==> src/rtl/mem_bist_wb_if.sv <==
// Wishbone classic bus between the BIST master and the SRAM slave.
// Member names keep the master-side port names of the BIST engine.
interface mem_bist_wb_if;
  logic [31:0] wbm_adr_o;
  logic [31:0] wbm_dat_o;
  logic [3:0]  wbm_sel_o;
  logic        wbm_we_o;
  logic        wbm_cyc_o;
  logic        wbm_stb_o;
  logic        wbm_ack_i;
  logic [31:0] wbm_dat_i;

  modport master (
    output wbm_adr_o, wbm_dat_o, wbm_sel_o, wbm_we_o, wbm_cyc_o, wbm_stb_o,
    input  wbm_ack_i, wbm_dat_i
  );

  modport slave (
    input  wbm_adr_o, wbm_dat_o, wbm_sel_o, wbm_we_o, wbm_cyc_o, wbm_stb_o,
    output wbm_ack_i, wbm_dat_i
  );
endinterface

==> src/rtl/mem_bist_wb.sv <==
// SRAM BIST engine: writes a seeded pattern over a word window through Wishbone,
// reads it back, and reports error count plus the first failing address/data.
//
// state  | meaning
// IDLE   | waiting for start after reset
// WR_REQ | write strobe active for word idx
// WR_GAP | one idle cycle after a write ack
// RD_REQ | read strobe active for word idx, compare on ack
// RD_GAP | one idle cycle after a read ack
// DONE   | results held until next start
module mem_bist_wb #(
  parameter int unsigned MEM_WORDS = 256,
  parameter logic [31:0] ADDR_BASE = 32'h0000_0000,
  parameter int unsigned TIMEOUT   = 15
) (
  input  logic                 wb_clk_i,
  input  logic                 wb_rst_i,
  input  logic                 start_i,
  input  logic [1:0]           mode_i,
  input  logic [31:0]          seed_i,
  mem_bist_wb_if.master        wbm,
  output logic                 busy_o,
  output logic                 done_o,
  output logic                 pass_o,
  output logic                 timeout_o,
  output logic [15:0]          err_cnt_o,
  output logic [31:0]          fail_addr_o,
  output logic [31:0]          fail_data_o
);

  typedef enum logic [2:0] {
    S_IDLE   = 3'd0,
    S_WR_REQ = 3'd1,
    S_WR_GAP = 3'd2,
    S_RD_REQ = 3'd3,
    S_RD_GAP = 3'd4,
    S_DONE   = 3'd5
  } state_t;

  localparam logic [15:0] LAST_IDX = 16'(MEM_WORDS - 1);
  localparam logic [7:0]  TMR_LOAD = 8'(TIMEOUT - 1);

  state_t      state_q, state_d;
  logic [15:0] idx_q, idx_d;
  logic [7:0]  tmr_q, tmr_d;
  logic [1:0]  mode_q, mode_d;
  logic [31:0] seed_q, seed_d;
  logic [15:0] err_q, err_d;
  logic [31:0] fail_addr_q, fail_addr_d;
  logic [31:0] fail_data_q, fail_data_d;
  logic        tout_q, tout_d;

  logic [31:0] pat;
  logic [31:0] adr_w;
  logic        in_req;

  function automatic logic [31:0] pattern(input logic [1:0] m, input logic [31:0] s,
                                          input logic [15:0] i);
    logic [31:0] ix;
    ix = {16'h0000, i};
    case (m)
      2'b00:   pattern = s;
      2'b01:   pattern = s ^ ix;
      2'b10:   pattern = i[0] ? ~s : s;
      default: pattern = ~(s ^ ix);
    endcase
  endfunction

  assign pat    = pattern(mode_q, seed_q, idx_q);
  assign adr_w  = ADDR_BASE + {14'b0, idx_q, 2'b00};
  assign in_req = (state_q == S_WR_REQ) || (state_q == S_RD_REQ);

  always_ff @(posedge wb_clk_i or negedge wb_rst_i) begin
    if (!wb_rst_i) begin
      state_q     <= S_IDLE;
      idx_q       <= '0;
      tmr_q       <= '0;
      mode_q      <= '0;
      seed_q      <= '0;
      err_q       <= '0;
      fail_addr_q <= '0;
      fail_data_q <= '0;
      tout_q      <= 1'b0;
    end else begin
      state_q     <= state_d;
      idx_q       <= idx_d;
      tmr_q       <= tmr_d;
      mode_q      <= mode_d;
      seed_q      <= seed_d;
      err_q       <= err_d;
      fail_addr_q <= fail_addr_d;
      fail_data_q <= fail_data_d;
      tout_q      <= tout_d;
    end
  end

  always_comb begin
    state_d     = state_q;
    idx_d       = idx_q;
    tmr_d       = tmr_q;
    mode_d      = mode_q;
    seed_d      = seed_q;
    err_d       = err_q;
    fail_addr_d = fail_addr_q;
    fail_data_d = fail_data_q;
    tout_d      = tout_q;
    case (state_q)
      S_IDLE, S_DONE: begin
        if (start_i) begin
          state_d     = S_WR_REQ;
          mode_d      = mode_i;
          seed_d      = seed_i;
          idx_d       = '0;
          tmr_d       = TMR_LOAD;
          err_d       = '0;
          fail_addr_d = '0;
          fail_data_d = '0;
          tout_d      = 1'b0;
        end
      end
      S_WR_REQ, S_RD_REQ: begin
        // An ack in the terminal-count cycle still completes the transfer.
        if (wbm.wbm_ack_i) begin
          state_d = (state_q == S_WR_REQ) ? S_WR_GAP : S_RD_GAP;
          if ((state_q == S_RD_REQ) && (wbm.wbm_dat_i != pat)) begin
            if (err_q != 16'hFFFF) err_d = err_q + 16'd1;
            if (err_q == 16'h0000) begin
              fail_addr_d = adr_w;
              fail_data_d = wbm.wbm_dat_i;
            end
          end
        end else if (tmr_q == 8'd0) begin
          state_d = S_DONE;
          tout_d  = 1'b1;
        end else begin
          tmr_d = tmr_q - 8'd1;
        end
      end
      S_WR_GAP: begin
        tmr_d = TMR_LOAD;
        if (idx_q == LAST_IDX) begin
          idx_d   = '0;
          state_d = S_RD_REQ;
        end else begin
          idx_d   = idx_q + 16'd1;
          state_d = S_WR_REQ;
        end
      end
      S_RD_GAP: begin
        tmr_d = TMR_LOAD;
        if (idx_q == LAST_IDX) begin
          state_d = S_DONE;
        end else begin
          idx_d   = idx_q + 16'd1;
          state_d = S_RD_REQ;
        end
      end
      default: state_d = S_IDLE;
    endcase
  end

  always_comb begin
    wbm.wbm_cyc_o = in_req;
    wbm.wbm_stb_o = in_req;
    wbm.wbm_we_o  = (state_q == S_WR_REQ);
    wbm.wbm_sel_o = in_req ? 4'hF : 4'h0;
    wbm.wbm_adr_o = in_req ? adr_w : 32'h0;
    wbm.wbm_dat_o = (state_q == S_WR_REQ) ? pat : 32'h0;
    busy_o        = (state_q == S_WR_REQ) || (state_q == S_WR_GAP) ||
                    (state_q == S_RD_REQ) || (state_q == S_RD_GAP);
    done_o        = (state_q == S_DONE);
    pass_o        = (state_q == S_DONE) && (err_q == 16'h0000) && !tout_q;
    timeout_o     = tout_q;
    err_cnt_o     = err_q;
    fail_addr_o   = fail_addr_q;
    fail_data_o   = fail_data_q;
  end

endmodule

==> src/flat_wrapper.sv <==
// flat-port wrapper written by rule: the top's interface ports become plain ports
module mem_bist_wb_flat 
#(
  parameter int unsigned MEM_WORDS = 256,
  parameter logic [31:0] ADDR_BASE = 32'h0000_0000,
  parameter int unsigned TIMEOUT   = 15
)
  (wb_clk_i, wb_rst_i, start_i, mode_i, seed_i, busy_o, done_o, pass_o, timeout_o, err_cnt_o, fail_addr_o, fail_data_o, wbm_wbm_adr_o, wbm_wbm_dat_o, wbm_wbm_sel_o, wbm_wbm_we_o, wbm_wbm_cyc_o, wbm_wbm_stb_o, wbm_wbm_ack_i, wbm_wbm_dat_i);
  mem_bist_wb_if wbm_i ();
  input  logic wb_clk_i;
  input  logic wb_rst_i;
  input  logic start_i;
  input  logic [1:0] mode_i;
  input  logic [31:0] seed_i;
  output logic busy_o;
  output logic done_o;
  output logic pass_o;
  output logic timeout_o;
  output logic [15:0] err_cnt_o;
  output logic [31:0] fail_addr_o;
  output logic [31:0] fail_data_o;
  output wire logic [$bits(wbm_i.wbm_adr_o)-1:0] wbm_wbm_adr_o;
  output wire logic [$bits(wbm_i.wbm_dat_o)-1:0] wbm_wbm_dat_o;
  output wire logic [$bits(wbm_i.wbm_sel_o)-1:0] wbm_wbm_sel_o;
  output wire logic [$bits(wbm_i.wbm_we_o)-1:0] wbm_wbm_we_o;
  output wire logic [$bits(wbm_i.wbm_cyc_o)-1:0] wbm_wbm_cyc_o;
  output wire logic [$bits(wbm_i.wbm_stb_o)-1:0] wbm_wbm_stb_o;
  input wire logic [$bits(wbm_i.wbm_ack_i)-1:0] wbm_wbm_ack_i;
  input wire logic [$bits(wbm_i.wbm_dat_i)-1:0] wbm_wbm_dat_i;
  assign wbm_wbm_adr_o = wbm_i.wbm_adr_o;
  assign wbm_wbm_dat_o = wbm_i.wbm_dat_o;
  assign wbm_wbm_sel_o = wbm_i.wbm_sel_o;
  assign wbm_wbm_we_o = wbm_i.wbm_we_o;
  assign wbm_wbm_cyc_o = wbm_i.wbm_cyc_o;
  assign wbm_wbm_stb_o = wbm_i.wbm_stb_o;
  assign wbm_i.wbm_ack_i = wbm_wbm_ack_i;
  assign wbm_i.wbm_dat_i = wbm_wbm_dat_i;
  mem_bist_wb #(.MEM_WORDS(MEM_WORDS), .ADDR_BASE(ADDR_BASE), .TIMEOUT(TIMEOUT)) u_core (.wb_clk_i(wb_clk_i), .wb_rst_i(wb_rst_i), .start_i(start_i), .mode_i(mode_i), .seed_i(seed_i), .wbm(wbm_i), .busy_o(busy_o), .done_o(done_o), .pass_o(pass_o), .timeout_o(timeout_o), .err_cnt_o(err_cnt_o), .fail_addr_o(fail_addr_o), .fail_data_o(fail_data_o));
endmodule
==> config.mk <==
export PLATFORM = sky130hd
export DESIGN_NAME = mem_bist_wb_flat
export DESIGN_NICKNAME = d
export VERILOG_FILES = /design/src/rtl/mem_bist_wb_if.sv /design/src/rtl/mem_bist_wb.sv /design/src/flat_wrapper.sv
export SDC_FILE = /design/constraint.sdc
export NUM_CORES = 1
export LEC_CHECK = 0
export ABC_AREA = 1
export BUFFER_PORTS_ARGS = -buffer_cell sky130_fd_sc_hd__buf_2
export CAP_MARGIN = 20
export CORE_MARGIN = 8
export CORE_UTILIZATION = 40
export CTS_CLUSTER_SIZE = 12
export DETAILED_ROUTE_END_ITERATION = 10
export SETUP_SLACK_MARGIN = 0.05
export SYNTH_ARGS = -nofsm -noshare
export SYNTH_HDL_FRONTEND = slang
export SYNTH_SLANG_ARGS = --single-unit
==> constraint.sdc <==
create_clock -name wb_clk_i -period 6.8 [get_ports wb_clk_i]
set_clock_uncertainty 0.2 [all_clocks]
set_input_delay 0.68 -clock wb_clk_i [delete_from_list [all_inputs] [get_ports wb_clk_i]]
set_output_delay 0.68 -clock wb_clk_i [all_outputs]
set_load 0.01 [all_outputs]
# --- After elaboration in Yosys (flattened, before gate mapping) ---
# Cells that the tools add are included.
word_totals:
  ff_bits: 142
  latchBits: 0
  ramBits: 0
  rom_bits: 0
  in_bits: 70
  output_inout_bits: 155
  word_cells: 97
  mem_count: 0
op_classes:
  addsub: 3
  n_mul: 0
  n_div: 0
  n_lt_le_gt_ge: 0
  n_eq_ne: 20
  n_shift: 0
  mux: 37
  n_bitwise: 3
  reduce_logical: 25
op_table:
  columns: ["operator", "n"]
  rows:
  - ["$mux 32", 9]
  - ["$pmux 32 s2", 2]
  - ["$mux 16", 6]
  - ["$pmux 32 s3", 1]
  - ["$not 32->32", 2]
  - ["$pmux 16 s3", 1]
  - ["$add 16x1->16 const B", 2]
  - ["$ne 32x32->1", 1]
  - ["$pmux 16 s2", 1]
  - ["$xor 32x16->32", 1]
  - ["$mux 8", 3]
  - ["$pmux 8 s3", 1]
  - ["$mux 18", 1]
  - ["$eq 16x8->1 const B", 1]
  - ["$logic_not 16->1", 1]
  - ["$ne 16x16->1 const B", 1]
  - ["$mux 3", 5]
  - ["$pmux 3 s4", 1]
  - ["$ne 2x2->1 const B", 5]
  - ["$reduce_and 5->1", 2]
  - ["$logic_not 8->1", 1]
  - ["$ne 2x1->1 const B", 4]
  - ["$reduce_and 4->1", 2]
  - ["$sub 8x1->8 const B", 1]
  - ["20 further kinds", 33]

# --- Depth between registers and ports, before layout ---
depth:
  depth_word: 8
  mapped_depth: 19
  ltp_nobuf: 15

# --- Worst setup path before layout ---
# Ideal clock, no wire load.
synth_timing:
  kind: "reg-to-output"
  startpoint: "register u_core.state_q[2]"
  endpoint: "output port wbm_wbm_dat_o[31]"
  t_arrival_ps: 1707
  required_ps: 5920
  path_slack_ps: 4213
  stages_incl_launch_ff: 9
  path_buffers: 3
  path_cell_list: "dfrtp_1 -> inv_1 -> nand2_1 -> buf_2 -> nor2_1 -> inv_2 -> clkbuf_1 -> buf_1 -> a21oi_1"
synth_between:
  elab_chain_cells: 2
synth_lines:
  columns: ["item", "line", "rtl"]
  rows:
  - ["from (decl)", "mem_bist_wb.sv:43", "state_t state_q, state_d;"]
  - ["from (signal assigned)", "mem_bist_wb.sv:85", "state_q <= state_d;"]
  - ["$eq 3x1->1", null, null]
  - ["named net wbm_wbm_we_o", "flat_wrapper.sv:25", "output wire logic [$bits(wbm_i.wbm_we_o)-1:0] wbm_wbm_we_o;"]
  - ["$mux 32", "mem_bist_wb.sv:168", "wbm.wbm_dat_o = (state_q == S_WR_REQ) ? pat : 32'h0;"]
  - ["to (decl)", "flat_wrapper.sv:23", "output wire logic [$bits(wbm_i.wbm_dat_o)-1:0] wbm_wbm_dat_o;"]
# The timed path passes the listed nets, and every way through them passes these cells.

# --- Final worst setup path ---
layout_timing:
  startpoint: "register u_core.mode_q[0]"
  endpoint: "register u_core.fail_data_q[15], in the netlist u_core.fail_data_o[15]"
layout_between:
  elab_chain_cells: 6
  elab_cells_between_ends: 8
  cone_classes: "4 x eq/ne; 1 x mux; 3 x reduce/logical"
layout_lines:
  columns: ["item", "line", "rtl"]
  rows:
  - ["from (decl)", "mem_bist_wb.sv:46", "logic [1:0] mode_q, mode_d;"]
  - ["from (signal assigned)", "mem_bist_wb.sv:88", "mode_q <= mode_d;"]
  - ["$eq 2x2->1 (tied with other cells)", "mem_bist_wb.sv:61", "case (m)"]
  - ["$pmux 32 s3 (*)", "mem_bist_wb.sv:61", null]
  - ["$ne 32x32->1 (*)", "mem_bist_wb.sv:125", "if ((state_q == S_RD_REQ) && (wbm.wbm_dat_i != pat)) begin"]
  - ["$logic_and 1x1->1 (*)", "mem_bist_wb.sv:125", null]
  - ["$ne 2x1->1 (no source line) (*)", null, null]
  - ["$reduce_and 5->1 (no source line) (*)", null, null]
  - ["to (signal assigned)", "mem_bist_wb.sv:92", "fail_data_q <= fail_data_d;"]
  - ["to (decl)", "mem_bist_wb.sv:50", "logic [31:0] fail_data_q, fail_data_d;"]
# Mark *: on every way between the ends. The rest lies on a longest branch, timed or not.
# A chain may end at the register's enable or synchronous reset.

==> results.cfg <==
[power]
p_per_area_nw_per_um2 = 428
p_seq_frac = 0.279
p_int_uw = 2080
pwr-share-comb = 0.520
leakagePower_uw = 0.00543
p_sw_uw = 2110
power_frac_clock = 0.201
power.total_uw = 4190
sw_frac_of_total = 0.503
ir_drop_mv = 0.257

[timing]
finalSetupViolCount = 0
period_needed_ns = 5.10
maxSlewViolCount = 0
finalCritPeriodShare = 0.750
finalHoldViolCount = 0
fmaxAchievable_ghz = 0.196
whs_ns = 0.123
fin_setup_tns_ns = 0
slew_headroom = 0.254
worstMarginPinSlew_ns = 1.12
grt_setup_unrepaired = false

[yosys]
yosys_warnings = 0
synth_top_area_cell = dfrtp_1
synth_edf_count = 0
synth_compound_area_frac = 0.0791
ys_ff_latch = 126
synthXorXnorAreaFrac = 0.0126
ys_seq_area_frac = 0.379
synthTopCellsByArea = dfrtp_1 (38%), nand2_1 (17%), nand4_1 (7.6%)
synthArstFlopShare = 1.00
post_synth_num_cell_types = 37
syn_area_per_cell_um2 = 6.70
synth.most_common_cell = nand2_1
synthAdderAreaFrac = 0.00751
ys_top_cells_by_count = nand2_1 (376), inv_1 (130), dfrtp_1 (126), nand3_1 (117), nor2_1 (113)
synthMuxAreaShare = 0
yosysTopAreaCellShare = 0.379
synth-main-ff-cell = dfrtp_1
synth_cells = 1242
syn_area_um2 = 8330
synth_top_family_by_area = simple AND/OR/NAND/NOR gates
synth-simple-area-share = 0.389

[clocking]
root_buffer = clkbuf_16
clkTransAtPathRegs_ns = 0.06
htreeDepth = 4
cts_setup_buffers = 0
cts-resized-gates = 0
cts_tree = yes
clk_latency_ns = 0.42
cts_buffer_depth = 2
numClockSinks = 126
cts_made_buffers = 17
cts_hold_buf = 0

[final_layout]
stdcell_count = 1672
nets = 1464
area_delta_synth_final_pct = 17.6
drive_gt1_frac = 0.172
post-route-cell-area_um2 = 9790
fillers = 2122

[routing]
wl_per_cell_um = 16.9
first_pass_iters = 5
drc = 0
vias = 8771
drtIter0Drc = 841
vias_per_cell = 5.25
ant_nets = 0
routed_wl_um = 28300

[setup_path]
endpoint_kind = flip-flop
required_ns = 6.96
path_common_cell = nand2_1
crit_type = reg -> reg
crit_family = simple AND/OR/NAND/NOR gates
cpPeakStageDelay_ns = 1.04
start_kind = flip-flop
crit_fanout = 48
arrival_ns = 5.26
cp.buffers_inverters = 1
slowest_stage = dfrtp_1
path_cells = inv_2 -> nand2_2 -> nand3_1 -> nand3_1 -> nand2_1 -> nor2_1 -> nand2_1 -> nor2_1 -> nand2_1 -> nor2_1 -> nand3_2 -> nand3_2 -> nand2_1 -> nand2_1

[placement]
dp_cells = 1639
dpl_cell_area_um2 = 9230
hpwl_um = 20800
io_buffers = 192
place_congestion = 0.921

[global_route]
grt_pass1_vias = 8152
grt_start_max_net_pins = 72
grt-ovfl-total = 0
track_usage = 0.216
antenna_found_initial = 1
grt_first_pass_wirelength_um = 45100

[floorplanning]
io_pins = 225
initial_utilization = 0.409
rows = 52
core_um2 = 20400
die_w_um = 160
chipHeight_um = 160
die-area_um2 = 25700

[outcome]
status = finished clean

[run]
drv_cap = 0

[hold_path]
hold_class = in -> async
[flip-flops by register name (all words and copies together) (netlist names)]
register and flops:
u_core.fail_addr_o 16, u_core.state_q 3, u_core.seed_q 32, u_core.idx_q 16, u_core.timeout_o 1, u_core.mode_q 2, u_core.tmr_q 8, u_core.err_cnt_o 16
u_core.fail_data_o 32
[per-layer routing]
layer  vias up  routed length [um]  global-route usage
met4         0                 538              0.0637
met1      4045               12900               0.305
met5         -                   0                   0
met2       368               12800               0.333
li1       4323                   -                   -
met3        35                2070              0.0370
[through the flow]
stage | setup slack, ns | util
6_report | 1.70 | 0.481
5_1_grt | 1.12 | 0.481
4_1_cts | 1.73 | 0.479
3_5_place_dp | 1.72 | 0.453
3_3_place_gp | 1.84 | 0.453
2_1_floorplan | 4.21 | -
[layout make-up]
cell class                      count  area [um2]  area share
Tap cell                          270         338      0.0345
Sequential cell                   126        3150       0.322
Inverter                          134         503      0.0514
Timing Repair Buffer              200        1040       0.107
Clock inverter                     12        98.8      0.0101
Antenna cell                        1        2.50    0.000256
Clock buffer                       19         433      0.0442
Multi-Input combinational cell    910        4220       0.431
[cell usage in the layout (no fill, tap or decap), types with 19 or more instances in the layout]
master / n
conb_1: 32
o21ai_0: 57
nor3_1: 19
nand4_1: 101
nand2_1: 375
dfrtp_1: 126
buf_2: 191
inv_1: 130
nor2_1: 111
nand3_1: 115
a21oi_1: 44
[power groups by stage]
stage | clock network, uW | logic (uW) | registers, uW
floorplan | 0 | 1600 | 1110
global placement | 0 | 2120 | 1170
detailed placement | 0 | 2150 | 1180
CTS | 852 | 2160 | 1160
global route | 895 | 2460 | 1190
finish | 843 | 2180 | 1170
[path summary, 6_finish.rpt]
kind / startpoint / end / slack (ns) / depth (start not counted)
worst max-delay path: u_core.mode_q[0] / u_core.fail_data_o[15] / 1.70 / 14
worst min-delay path: wb_rst_i / u_core.tmr_q[2] / 0.12 / 1
worst max register to register: u_core.mode_q[0] / u_core.fail_data_o[15] / 1.70 / 14
worst min register to register: u_core.fail_data_o[21] / u_core.fail_data_o[21] / 0.27 / 2
max in group asynchronous: wb_rst_i / u_core.seed_q[1] / 4.81 / 2
min in group wb_clk_i: seed_i[15] / u_core.seed_q[15] / 0.26 / 3
[logic make-up after synthesis]
family	count (synthesis)
flip-flops	126
buffers and inverters	237
AO/OA/AOI/OAI	122
XOR/XNOR	12
AND/OR/NAND/NOR	739
adder cells (fa/ha/maj)	5
other	1
Note: power is estimated with default switching activity, not from simulation.
